`config.mk`:
```
export PLATFORM = sky130hd
export DESIGN_NAME = acc_sequencer
export DESIGN_NICKNAME = d
export VERILOG_FILES = /design/src/rtl/acc_pkg.sv /design/src/rtl/acc_mem_port.sv /design/src/rtl/acc_sequencer.sv
export SDC_FILE = /design/constraint.sdc
export NUM_CORES = 1
export LEC_CHECK = 0
export ABC_CLOCK_PERIOD_IN_PS = 2600
export CAP_MARGIN = 20
export CORE_MARGIN = 8
export CORE_UTILIZATION = 49
export DETAILED_ROUTE_END_ITERATION = 16
export PLACE_DENSITY = 0.81
export SLEW_MARGIN = 20
export SYNTH_ARGS = -nofsm -noshare
export SYNTH_HDL_FRONTEND = slang
export SYNTH_SLANG_ARGS = --single-unit
export TNS_END_PERCENT = 10
```
`constraint.sdc`:
```
create_clock -name clk -period 2.6 [get_ports clk]
set_input_delay 0.52 -clock clk [delete_from_list [all_inputs] [get_ports clk]]
set_output_delay 0.52 -clock clk [all_outputs]
set_load 0.02 [all_outputs]
```
`src/rtl/acc_pkg.sv`:
```
// acc_pkg: opcode classes, FSM states and flag indices shared by the accumulator sequencer
package acc_pkg;

    localparam logic [3:0] OP_NOP  = 4'h0;
    localparam logic [3:0] OP_LDA  = 4'h1;
    localparam logic [3:0] OP_LDI  = 4'h2;
    localparam logic [3:0] OP_STA  = 4'h3;
    localparam logic [3:0] OP_ALUM = 4'h4;
    localparam logic [3:0] OP_ALUI = 4'h5;
    localparam logic [3:0] OP_JMP  = 4'h6;
    localparam logic [3:0] OP_JZ   = 4'h7;
    localparam logic [3:0] OP_JC   = 4'h8;
    localparam logic [3:0] OP_JN   = 4'h9;
    localparam logic [3:0] OP_HALT = 4'hF;

    localparam int FLAG_Z = 0;
    localparam int FLAG_C = 1;
    localparam int FLAG_N = 2;

    typedef enum logic [2:0] {
        S_FETCH_OP  = 3'd0,
        S_FETCH_ARG = 3'd1,
        S_MEM_RD    = 3'd2,
        S_MEM_WR    = 3'd3,
        S_EXEC      = 3'd4,
        S_HALT      = 3'd5
    } state_t;

    // Every defined class between LDA and JN carries an argument byte
    function automatic logic two_byte(input logic [3:0] c);
        return (c >= OP_LDA) && (c <= OP_JN);
    endfunction

    function automatic logic is_illegal(input logic [3:0] c);
        return (c > OP_JN) && (c != OP_HALT);
    endfunction

    function automatic logic is_mem(input state_t s);
        return (s == S_FETCH_OP) || (s == S_FETCH_ARG) || (s == S_MEM_RD) || (s == S_MEM_WR);
    endfunction

endpackage

```
`src/rtl/acc_mem_port.sv`:
```
// acc_mem_port: registered request/address/write-data holder for the shared memory port
module acc_mem_port #(
    parameter int ADDR_W = 8
) (
    input  logic              clk,
    input  logic              rst_n,
    input  logic              load,
    input  logic              next_we,
    input  logic [ADDR_W-1:0] next_addr,
    input  logic [7:0]        next_wdata,
    input  logic              ack,
    output logic              req,
    output logic              we,
    output logic [ADDR_W-1:0] addr,
    output logic [7:0]        wdata,
    output logic              done
);

    assign done = req & ack;

    // Launch an access on load, hold it stable while waiting, release it once acked
    always_ff @(posedge clk) begin
        if (!rst_n) begin
            req   <= 1'b0;
            we    <= 1'b0;
            addr  <= '0;
            wdata <= '0;
        end else if (load) begin
            req   <= 1'b1;
            we    <= next_we;
            addr  <= next_addr;
            wdata <= next_wdata;
        end else if (done) begin
            req <= 1'b0;
            we  <= 1'b0;
        end
    end

endmodule

```
`src/rtl/acc_sequencer.sv`:
```
// acc_sequencer: multi-cycle fetch/execute control unit for the 8-bit accumulator datapath
module acc_sequencer
    import acc_pkg::*;
#(
    parameter int                ADDR_W   = 8,
    parameter logic [ADDR_W-1:0] RESET_PC = '0
) (
    input  logic              clk,
    input  logic              rst_n,
    output logic              mem_req,
    output logic              mem_we,
    output logic [ADDR_W-1:0] mem_addr,
    output logic [7:0]        mem_wdata,
    input  logic [7:0]        mem_rdata,
    input  logic              mem_ack,
    output logic [7:0]        alu_a,
    output logic [7:0]        alu_b,
    output logic [2:0]        alu_select,
    input  logic [7:0]        alu_out,
    input  logic              alu_zero,
    input  logic              alu_carry,
    input  logic              alu_neg,
    output logic [7:0]        acc,
    output logic [ADDR_W-1:0] pc,
    output logic [2:0]        flags,
    output logic              halted,
    output logic              illegal
);

    state_t            state, state_n;
    logic [7:0]        ir, ir_n, opnd, opnd_n, acc_n;
    logic [ADDR_W-1:0] pc_n, addr_n;
    logic [2:0]        flags_n;
    logic [3:0]        cls;
    logic              done, load, take_jump;

    assign cls        = ir[7:4];
    assign alu_a      = acc;
    assign alu_b      = opnd;
    assign alu_select = (state == S_EXEC) ? ir[2:0] : 3'd0;
    assign halted     = (state == S_HALT);
    assign illegal    = (state == S_EXEC) && is_illegal(cls);
    assign take_jump  = (cls == OP_JMP) || (cls == OP_JZ && flags[FLAG_Z]) ||
                        (cls == OP_JC && flags[FLAG_C]) || (cls == OP_JN && flags[FLAG_N]);

    acc_mem_port #(.ADDR_W(ADDR_W)) u_port (
        .clk       (clk),
        .rst_n     (rst_n),
        .load      (load),
        .next_we   (state_n == S_MEM_WR),
        .next_addr (addr_n),
        .next_wdata(acc_n),
        .ack       (mem_ack),
        .req       (mem_req),
        .we        (mem_we),
        .addr      (mem_addr),
        .wdata     (mem_wdata),
        .done      (done)
    );

    // Architectural registers and state
    always_ff @(posedge clk) begin
        if (!rst_n) begin
            state <= S_FETCH_OP;
            pc    <= RESET_PC;
            ir    <= '0;
            opnd  <= '0;
            acc   <= '0;
            flags <= '0;
        end else begin
            state <= state_n;
            pc    <= pc_n;
            ir    <= ir_n;
            opnd  <= opnd_n;
            acc   <= acc_n;
            flags <= flags_n;
        end
    end

    // Next state, register updates, and the address of the next memory access
    always_comb begin
        state_n = state;
        pc_n    = pc;
        ir_n    = ir;
        opnd_n  = opnd;
        acc_n   = acc;
        flags_n = flags;
        case (state)
            S_FETCH_OP: if (done) begin
                ir_n    = mem_rdata;
                pc_n    = pc + ADDR_W'(1);
                state_n = two_byte(mem_rdata[7:4]) ? S_FETCH_ARG : S_EXEC;
            end
            S_FETCH_ARG: if (done) begin
                opnd_n  = mem_rdata;
                pc_n    = pc + ADDR_W'(1);
                state_n = (cls == OP_LDA || cls == OP_ALUM) ? S_MEM_RD :
                          (cls == OP_STA) ? S_MEM_WR : S_EXEC;
            end
            S_MEM_RD: if (done) begin
                opnd_n  = mem_rdata;
                state_n = S_EXEC;
            end
            S_MEM_WR: if (done) state_n = S_FETCH_OP;
            S_EXEC: begin
                state_n = (cls == OP_HALT) ? S_HALT : S_FETCH_OP;
                if (cls == OP_LDA || cls == OP_LDI) acc_n = opnd;
                if (cls == OP_ALUM || cls == OP_ALUI) begin
                    acc_n   = alu_out;
                    flags_n = {alu_neg, alu_carry, alu_zero};
                end
                if (take_jump) pc_n = opnd[ADDR_W-1:0];
            end
            default: state_n = S_HALT;
        endcase
        // A new access starts when the port is idle or the current one completes
        load   = is_mem(state_n) && (!mem_req || done);
        addr_n = (state_n == S_MEM_RD || state_n == S_MEM_WR) ? opnd_n[ADDR_W-1:0] : pc_n;
    end

endmodule

```
==> impl_metrics.json, run 1 <==
{
  "synth_top_family_by_area": "simple AND/OR/NAND/NOR gates",
  "vias": 3030,
  "p_total_mw": 1.68,
  "status": "complete, no violations",
  "hold_ws_ns": 0.461,
  "async_reset_ff_share_pct": 0,
  "yosysTopAreaCellShare_pct": 36.7,
  "worst_pin_slew_ns": 0.595,
  "placed_area_mm2": 0.00388,
  "path_max_fanout": 13,
  "drive_above_1_share_pct": 12.4,
  "ant_nets": 0,
  "place_congestion": 0.921,
  "overflow": 0,
  "grt_pass1_wl_mm": 15.0,
  "cts_buffers": 5,
  "synth_cell_types": 56,
  "clk_path_buf_depth": 2,
  "synthXorXnorAreaFrac_pct": 0.583,
  "synth_warnings": 0,
  "slew_viol_final": 0,
  "tritoncts": "yes",
  "synth_compound_area_share_pct": 22.4,
  "syn_to_final_growth_pct": 33.0,
  "place_inst": 509,
  "stdcell_count": 518,
  "hold_violations": 0,
  "clock-sinks": 55,
  "die_w_um": 94.3,
  "setup_viol": 0,
  "utilization_pct": 67.5,
  "synth_top_flop_cell": "dfxtp_1",
  "crit_path_end_kind": "output pin",
  "cts.clk_slew.worst_paths_ns": 0.11,
  "wire_per_inst_um": 18.0,
  "firstDrtPassIters": 5,
  "fin_skew_ns": 0.0108,
  "avgSynthCellArea_um2": 8.20,
  "diodes": 0,
  "hold_class": "reg -> reg",
  "synth_edf_count": 0,
  "synth-seq-cells": 55,
  "maxCapViolations": 0,
  "grt_pass1_vias": 2889,
  "dp_hpwl_mm": 6.92,
  "die_area_mm2": 0.00889,
  "rsz0062_at_grt": "no",
  "die_y_um": 94.3,
  "maxSlewHeadroom_pct": 60.3,
  "cts_root_buf": "clkbuf_8",
  "initial_core_util_pct": 50.7,
  "crit_path_start_kind": "flop",
  "vdd_ir_drop_max_uv": 254,
  "grt.total_usage_pct": 21.3,
  "cp.required_ns": 2.08,
  "yosys.area.top_type": "dfxtp_1",
  "fp-row-count": 28,
  "grt_max_degree": 42,
  "core_area_mm2": 0.00592,
  "htreeDepth": 2,
  "clkLatencyLatePin_ns": 0.32,
  "layout.nets": 465,
  "synth.area.top_cells": "dfxtp_1 37%, nand2_1 6.5%, mux2i_1 5.0%, a311oi_2 4.0%, nor2_1 3.9%",
  "postSynthCellCount": 366,
  "worstSetupPathType": "reg -> out",
  "fin_crit_ns": 2.50,
  "stdcell_area_mm2": 0.00400,
  "syn_area_mm2": 0.00300,
  "power_density_mw_per_mm2": 421,
  "synthSimpleGateAreaFrac_pct": 26.3,
  "io_buffers": 79,
  "worstPathArrival_ns": 1.98,
  "syn_nets": 389,
  "synthAdderAreaFrac_pct": 0.417,
  "antenna_found_initial": 0,
  "drcViolationCount": 0,
  "synth.area.mux_share_pct": 5.00,
  "ys_seq_area_share_pct": 36.7,
  "viasPerCell": 5.85,
  "cts_hold_buffers": 0,
  "max_freq_mhz": 400,
  "totalWireLength_mm": 9.30,
  "fin_crit_sh_pct": 96.1,
  "io_pins": 80,
  "cellLeakagePower_nw": 1.45,
  "first_iter_violations": 239
}
-- routing by layer --
layer  wire (um)  global-route usage, %
met1        4020                   27.3
met2        4140                   33.1
met3         901                   6.00
met4         245                   7.93
met5           0                      0
-- cells in the mapped netlist, types with 2 or more instances --
cell type / n
dfxtp_1: 55
nand2_1: 52
nor2_1: 31
a21oi_1: 19
clkbuf_1: 18
mux2i_1: 15
inv_1: 12
nor3_1: 12
and2_1: 11
buf_4: 10
nor4_1: 10
o211ai_1: 10
o21ai_0: 9
or3_1: 9
a311oi_2: 8
a31oi_1: 8
buf_2: 8
o21a_1: 6
nand3_1: 4
and4b_1: 3
buf_6: 3
nand3b_1: 3
o22ai_1: 3
o32ai_1: 3
or3b_2: 3
a21o_1: 2
a311o_1: 2
a31o_2: 2
nand2b_1: 2
nor2b_1: 2
nor3b_1: 2
o211a_1: 2
o32a_1: 2
o41ai_1: 2
xnor2_1: 2
-- worst max-delay path, stage by stage (launching register included) --
cell             delay, ns
dfxtp_1               0.34
buf_4                 0.19
nor3b_4               0.34
and2_1                0.18
clkdlybuf4s50_1       0.60
-- repair_timing --
action | CTS | global route
setup buffers | 0 | 1
resized for setup | 2 | 2
pin swaps | 0 | 0
setup endpoints to repair | 4 | 3
-- cell usage in the layout, fill, tap and decap left out, types with 5 or more instances in the layout --
master,Yosys,routed
nor4_1,10,10
or3_1,9,9
o21a_1,6,6
a21oi_1,19,19
inv_1,12,12
and2_1,11,11
nor2_1,31,31
o211ai_1,10,10
clkbuf_8,0,5
a31oi_1,8,8
mux2i_1,15,15
nand2_1,52,52
nor3_1,12,12
dfxtp_1,55,55
clkdlybuf4s50_1,0,76
buf_4,10,29
a311oi_2,8,8
o21ai_0,9,9
-- area by class of cell --
cell class	count	area, um2
multi-input cells	260	1650
well taps	75	93.8
clock buffers	5	68.8
flip-flops and latches	55	1100
inverters	12	45.0
repair buffers	108	1010
clock inverters	3	27.5
fillers	482	1930
-- registers in the layout (all words and copies together), names as in the netlist --
name          flops
state             3
ir                7
pc                8
acc               8
u_port.req        1
u_port.wdata      8
u_port.we         1
flags             3
alu_b             8
u_port.addr       8
-- metrics by stage --
| step | setup WS, ns | setup TNS (ns) |
|---|---|---|
| floorplan | 0.447 | 0 |
| global placement | -0.0690 | -0.370 |
| detailed placement | -0.122 | -0.719 |
| CTS | 0.0480 | 0 |
| global route | 0.0114 | 0 |
| finish | 0.102 | 0 |
-- power by group --
part / internal, mW / switching (mW)
Clock: 0.199 / 0.314
Sequential: 0.861 / 0.0242
Combinational: 0.129 / 0.154
-- worst paths after layout --
| path | startpoint | endpoint | slack, ns | depth (start not counted) |
|---|---|---|---|---|
| min | u_port.wdata[3] | u_port.wdata[3] | 0.46 | 2 |
| max | state[2] | alu_select[1] | 0.10 | 4 |
| min reg2reg | u_port.wdata[3] | u_port.wdata[3] | 0.46 | 2 |
| max reg2reg | state[1] | u_port.wdata[7] | 0.27 | 6 |
-- cell families after synthesis --
family,count (synthesis)
buffers and inverters,51
multiplexers,15
XOR/XNOR,2
flip-flops,55
AND/OR/NAND/NOR,154
adder cells (fa/ha/maj),1
AO/OA/AOI/OAI,88
(Power assumes the default switching activity.)
==> inputs of run 2 (changes only) <==
--- a/config.mk
+++ b/config.mk
@@ -10,7 +10,10 @@
 export CORE_MARGIN = 8
 export CORE_UTILIZATION = 49
 export DETAILED_ROUTE_END_ITERATION = 16
+export GPL_TIMING_DRIVEN = 0
 export PLACE_DENSITY = 0.81
+export REMOVE_ABC_BUFFERS = 1
+export SETUP_SLACK_MARGIN = 0.15
 export SLEW_MARGIN = 20
 export SYNTH_ARGS = -nofsm -noshare
 export SYNTH_HDL_FRONTEND = slang
==> run 2 against run 1 <==
Clock power up 17%. Core utilization down 0.82 points. Highest routed layer unchanged. Via count about the same.
==> impl_metrics.json, run 2 (synthesis gave the netlist of run 1 again) <==
{
  "totalWireLength_mm": 9.33,
  "power_density_mw_per_mm2": 448,
  "max_freq_mhz": 405,
  "core_area_mm2": 0.00592,
  "place_inst": 481,
  "slowest_stage": "clkdlybuf4s50_1",
  "swShare_pct": 26.8,
  "cts_hold_buffers": 0,
  "grt.total_usage_pct": 20.9,
  "hold_ws_ns": 0.459,
  "fin_skew_ns": 0.00925,
  "diodes": 0,
  "setup_viol": 0,
  "worstSetupPathType": "in -> reg",
  "fin_tns_setup_ns": 0,
  "fp-row-count": 28,
  "r2r_start": "ir[6]",
  "place_congestion": 0.849,
  "pre_cts_ws_ns": -0.891,
  "layout_setup_ws_ns": 0.128,
  "layout.nets": 446,
  "tritoncts": "yes",
  "pwr-share-clk_pct": 33.8,
  "vias": 3029,
  "initial_core_util_pct": 50.7,
  "die_area_mm2": 0.00889,
  "maxSlewHeadroom_pct": 32.7,
  "io_buffers": 79,
  "layout_common_cells": "77 x clkdlybuf4s50_1, 52 x nand2_1, 50 x dfxtp_1, 31 x nor2_1, 19 x a21oi_1",
  "worstPathArrival_ns": 2.70,
  "syn_to_final_growth_pct": 31.4,
  "register_area_mm2": 0.00111,
  "crit_path_start": "mem_rdata[6]",
  "p_comb_share_pct": 15.3,
  "grt_max_degree": 42,
  "htreeDepth": 2,
  "ant_nets": 0,
  "cp.required_ns": 2.83,
  "stdcell_count": 499,
  "cts_buffers": 5,
  "crit_path_end_kind": "flop",
  "drcViolationCount": 0,
  "n_fill_cell": 491,
  "drive_above_1_share_pct": 11.3,
  "cp_slowest_stage_delay_ns": 0.51,
  "grt_pass1_vias": 2834,
  "hold_start": "u_port.wdata[6]",
  "maxCapViolations": 0,
  "io_pins": 80,
  "wire_per_inst_um": 18.7,
  "path_max_fanout": 6,
  "crit_path_start_kind": "input port",
  "clock-sinks": 55,
  "internal_power_mw": 1.29,
  "clkLatencyLatePin_ns": 0.31,
  "die_w_um": 94.3,
  "cellLeakagePower_nw": 1.34,
  "seqPwrFrac_pct": 50.9,
  "grt_pass1_wl_mm": 14.7,
  "antenna_found_initial": 0,
  "crit_chain": "clkdlybuf4s50_1, o21a_1, or3_4, a311o_2, or3_1, a31oi_1",
  "firstDrtPassIters": 4,
  "fin_crit_sh_pct": 95.1,
  "final_common_cell": "clkdlybuf4s50_1",
  "cts.clk_slew.worst_paths_ns": 0.10,
  "rsz0062_at_grt": "yes",
  "clk_path_buf_depth": 2,
  "overflow": 0,
  "worst_pin_slew_ns": 1.01,
  "vdd_ir_drop_max_uv": 332,
  "hold_class": "reg -> reg",
  "p_total_mw": 1.77,
  "p_switching_uw": 474,
  "viasPerCell": 6.07,
  "first_iter_violations": 257,
  "fin_crit_ns": 2.47,
  "status": "complete, no violations",
  "dp_hpwl_mm": 6.05,
  "multi_input_area_mm2": 0.00173,
  "hold_violations": 0,
  "cts_root_buf": "clkbuf_8",
  "die_y_um": 94.3,
  "slew_viol_final": 0
}
==> run 2: changes by cell type in the layout (fill, tap and decap cells not counted), moves of 2 or more <==
cell            change
dfxtp_1             -5
or3_1               -2
buf_4              -21
dlymetal6s2s_1      -2
a311o_2             +2
dfxtp_2             +4
or3_4               +2
==> run 2: timing repair <==
item | 4_1_cts | 5_1_grt
pin swaps | 2 | 0
setup endpoints to repair | 31 | 14
gates resized for setup | 18 | 4
setup buffers | 8 | 0
cloned | 2 | 0
==> run 2: metal layers <==
layer  vias up  routed length [um]  GRT usage (%)  share of wire, %
met3        20                 971           3.60                10
met1      1411                3680           25.6                39
met2       156                4450           34.8                48
met5         -                   0              0                 0
met4         0                 224           9.11               2.4
li1       1442                   -              -                 -
==> run 2: final timing paths <==
| path | end | slack (ns) | depth (start not counted) |
|---|---|---|---|
| max reg2reg | u_port.addr[0] | 0.17 | 5 |
| min reg2reg | u_port.wdata[6] | 0.46 | 2 |
| max | u_port.addr[0] | 0.13 | 6 |
| min | u_port.wdata[6] | 0.46 | 2 |
==> run 2: through the flow <==
stage / utilization, % / instance area, um2
final: 66.7 / 3950
after global routing: 66.7 / 3950
after CTS: 66.4 / 3930
after detailed placement: 62.2 / 3680
after global placement: 62.0 / 3670
after floorplan: - / 2790
==> run 2: critical path: cells and delay by family <==
kind                   cells  cell delay, ns
buffers and inverters      1            0.51
AOI/OAI and AO/OA          3            0.89
and+or+nand+nor            2            0.76
==> run 2: final cells by class <==
class	instances	area share, %
Clock buffer	6	2.09
Clock inverter	2	0.888
Inverter	12	1.14
Multi-Input combinational cell	262	43.8
Sequential cell	55	28.1
Tap cell	75	2.38
Timing Repair Buffer	87	21.6
==> run 2: power groups by stage <==
stage	combinational (mW)	sequential, mW	clock (mW)
2_1_floorplan	0.108	0.921	0
3_3_place_gp	0.223	0.914	0
3_5_place_dp	0.230	0.915	0
4_1_cts	0.262	0.898	0.602
5_1_grt	0.289	0.904	0.633
6_report	0.270	0.900	0.598
==> inputs of run 3 (changes only) <==
--- a/config.mk
+++ b/config.mk
@@ -18,4 +18,4 @@
 export SYNTH_ARGS = -nofsm -noshare
 export SYNTH_HDL_FRONTEND = slang
 export SYNTH_SLANG_ARGS = --single-unit
-export TNS_END_PERCENT = 10
+export TNS_END_PERCENT = 5
==> results of run 3 <==
The final DEF is identical to that of run 2; final timing and power are the same.
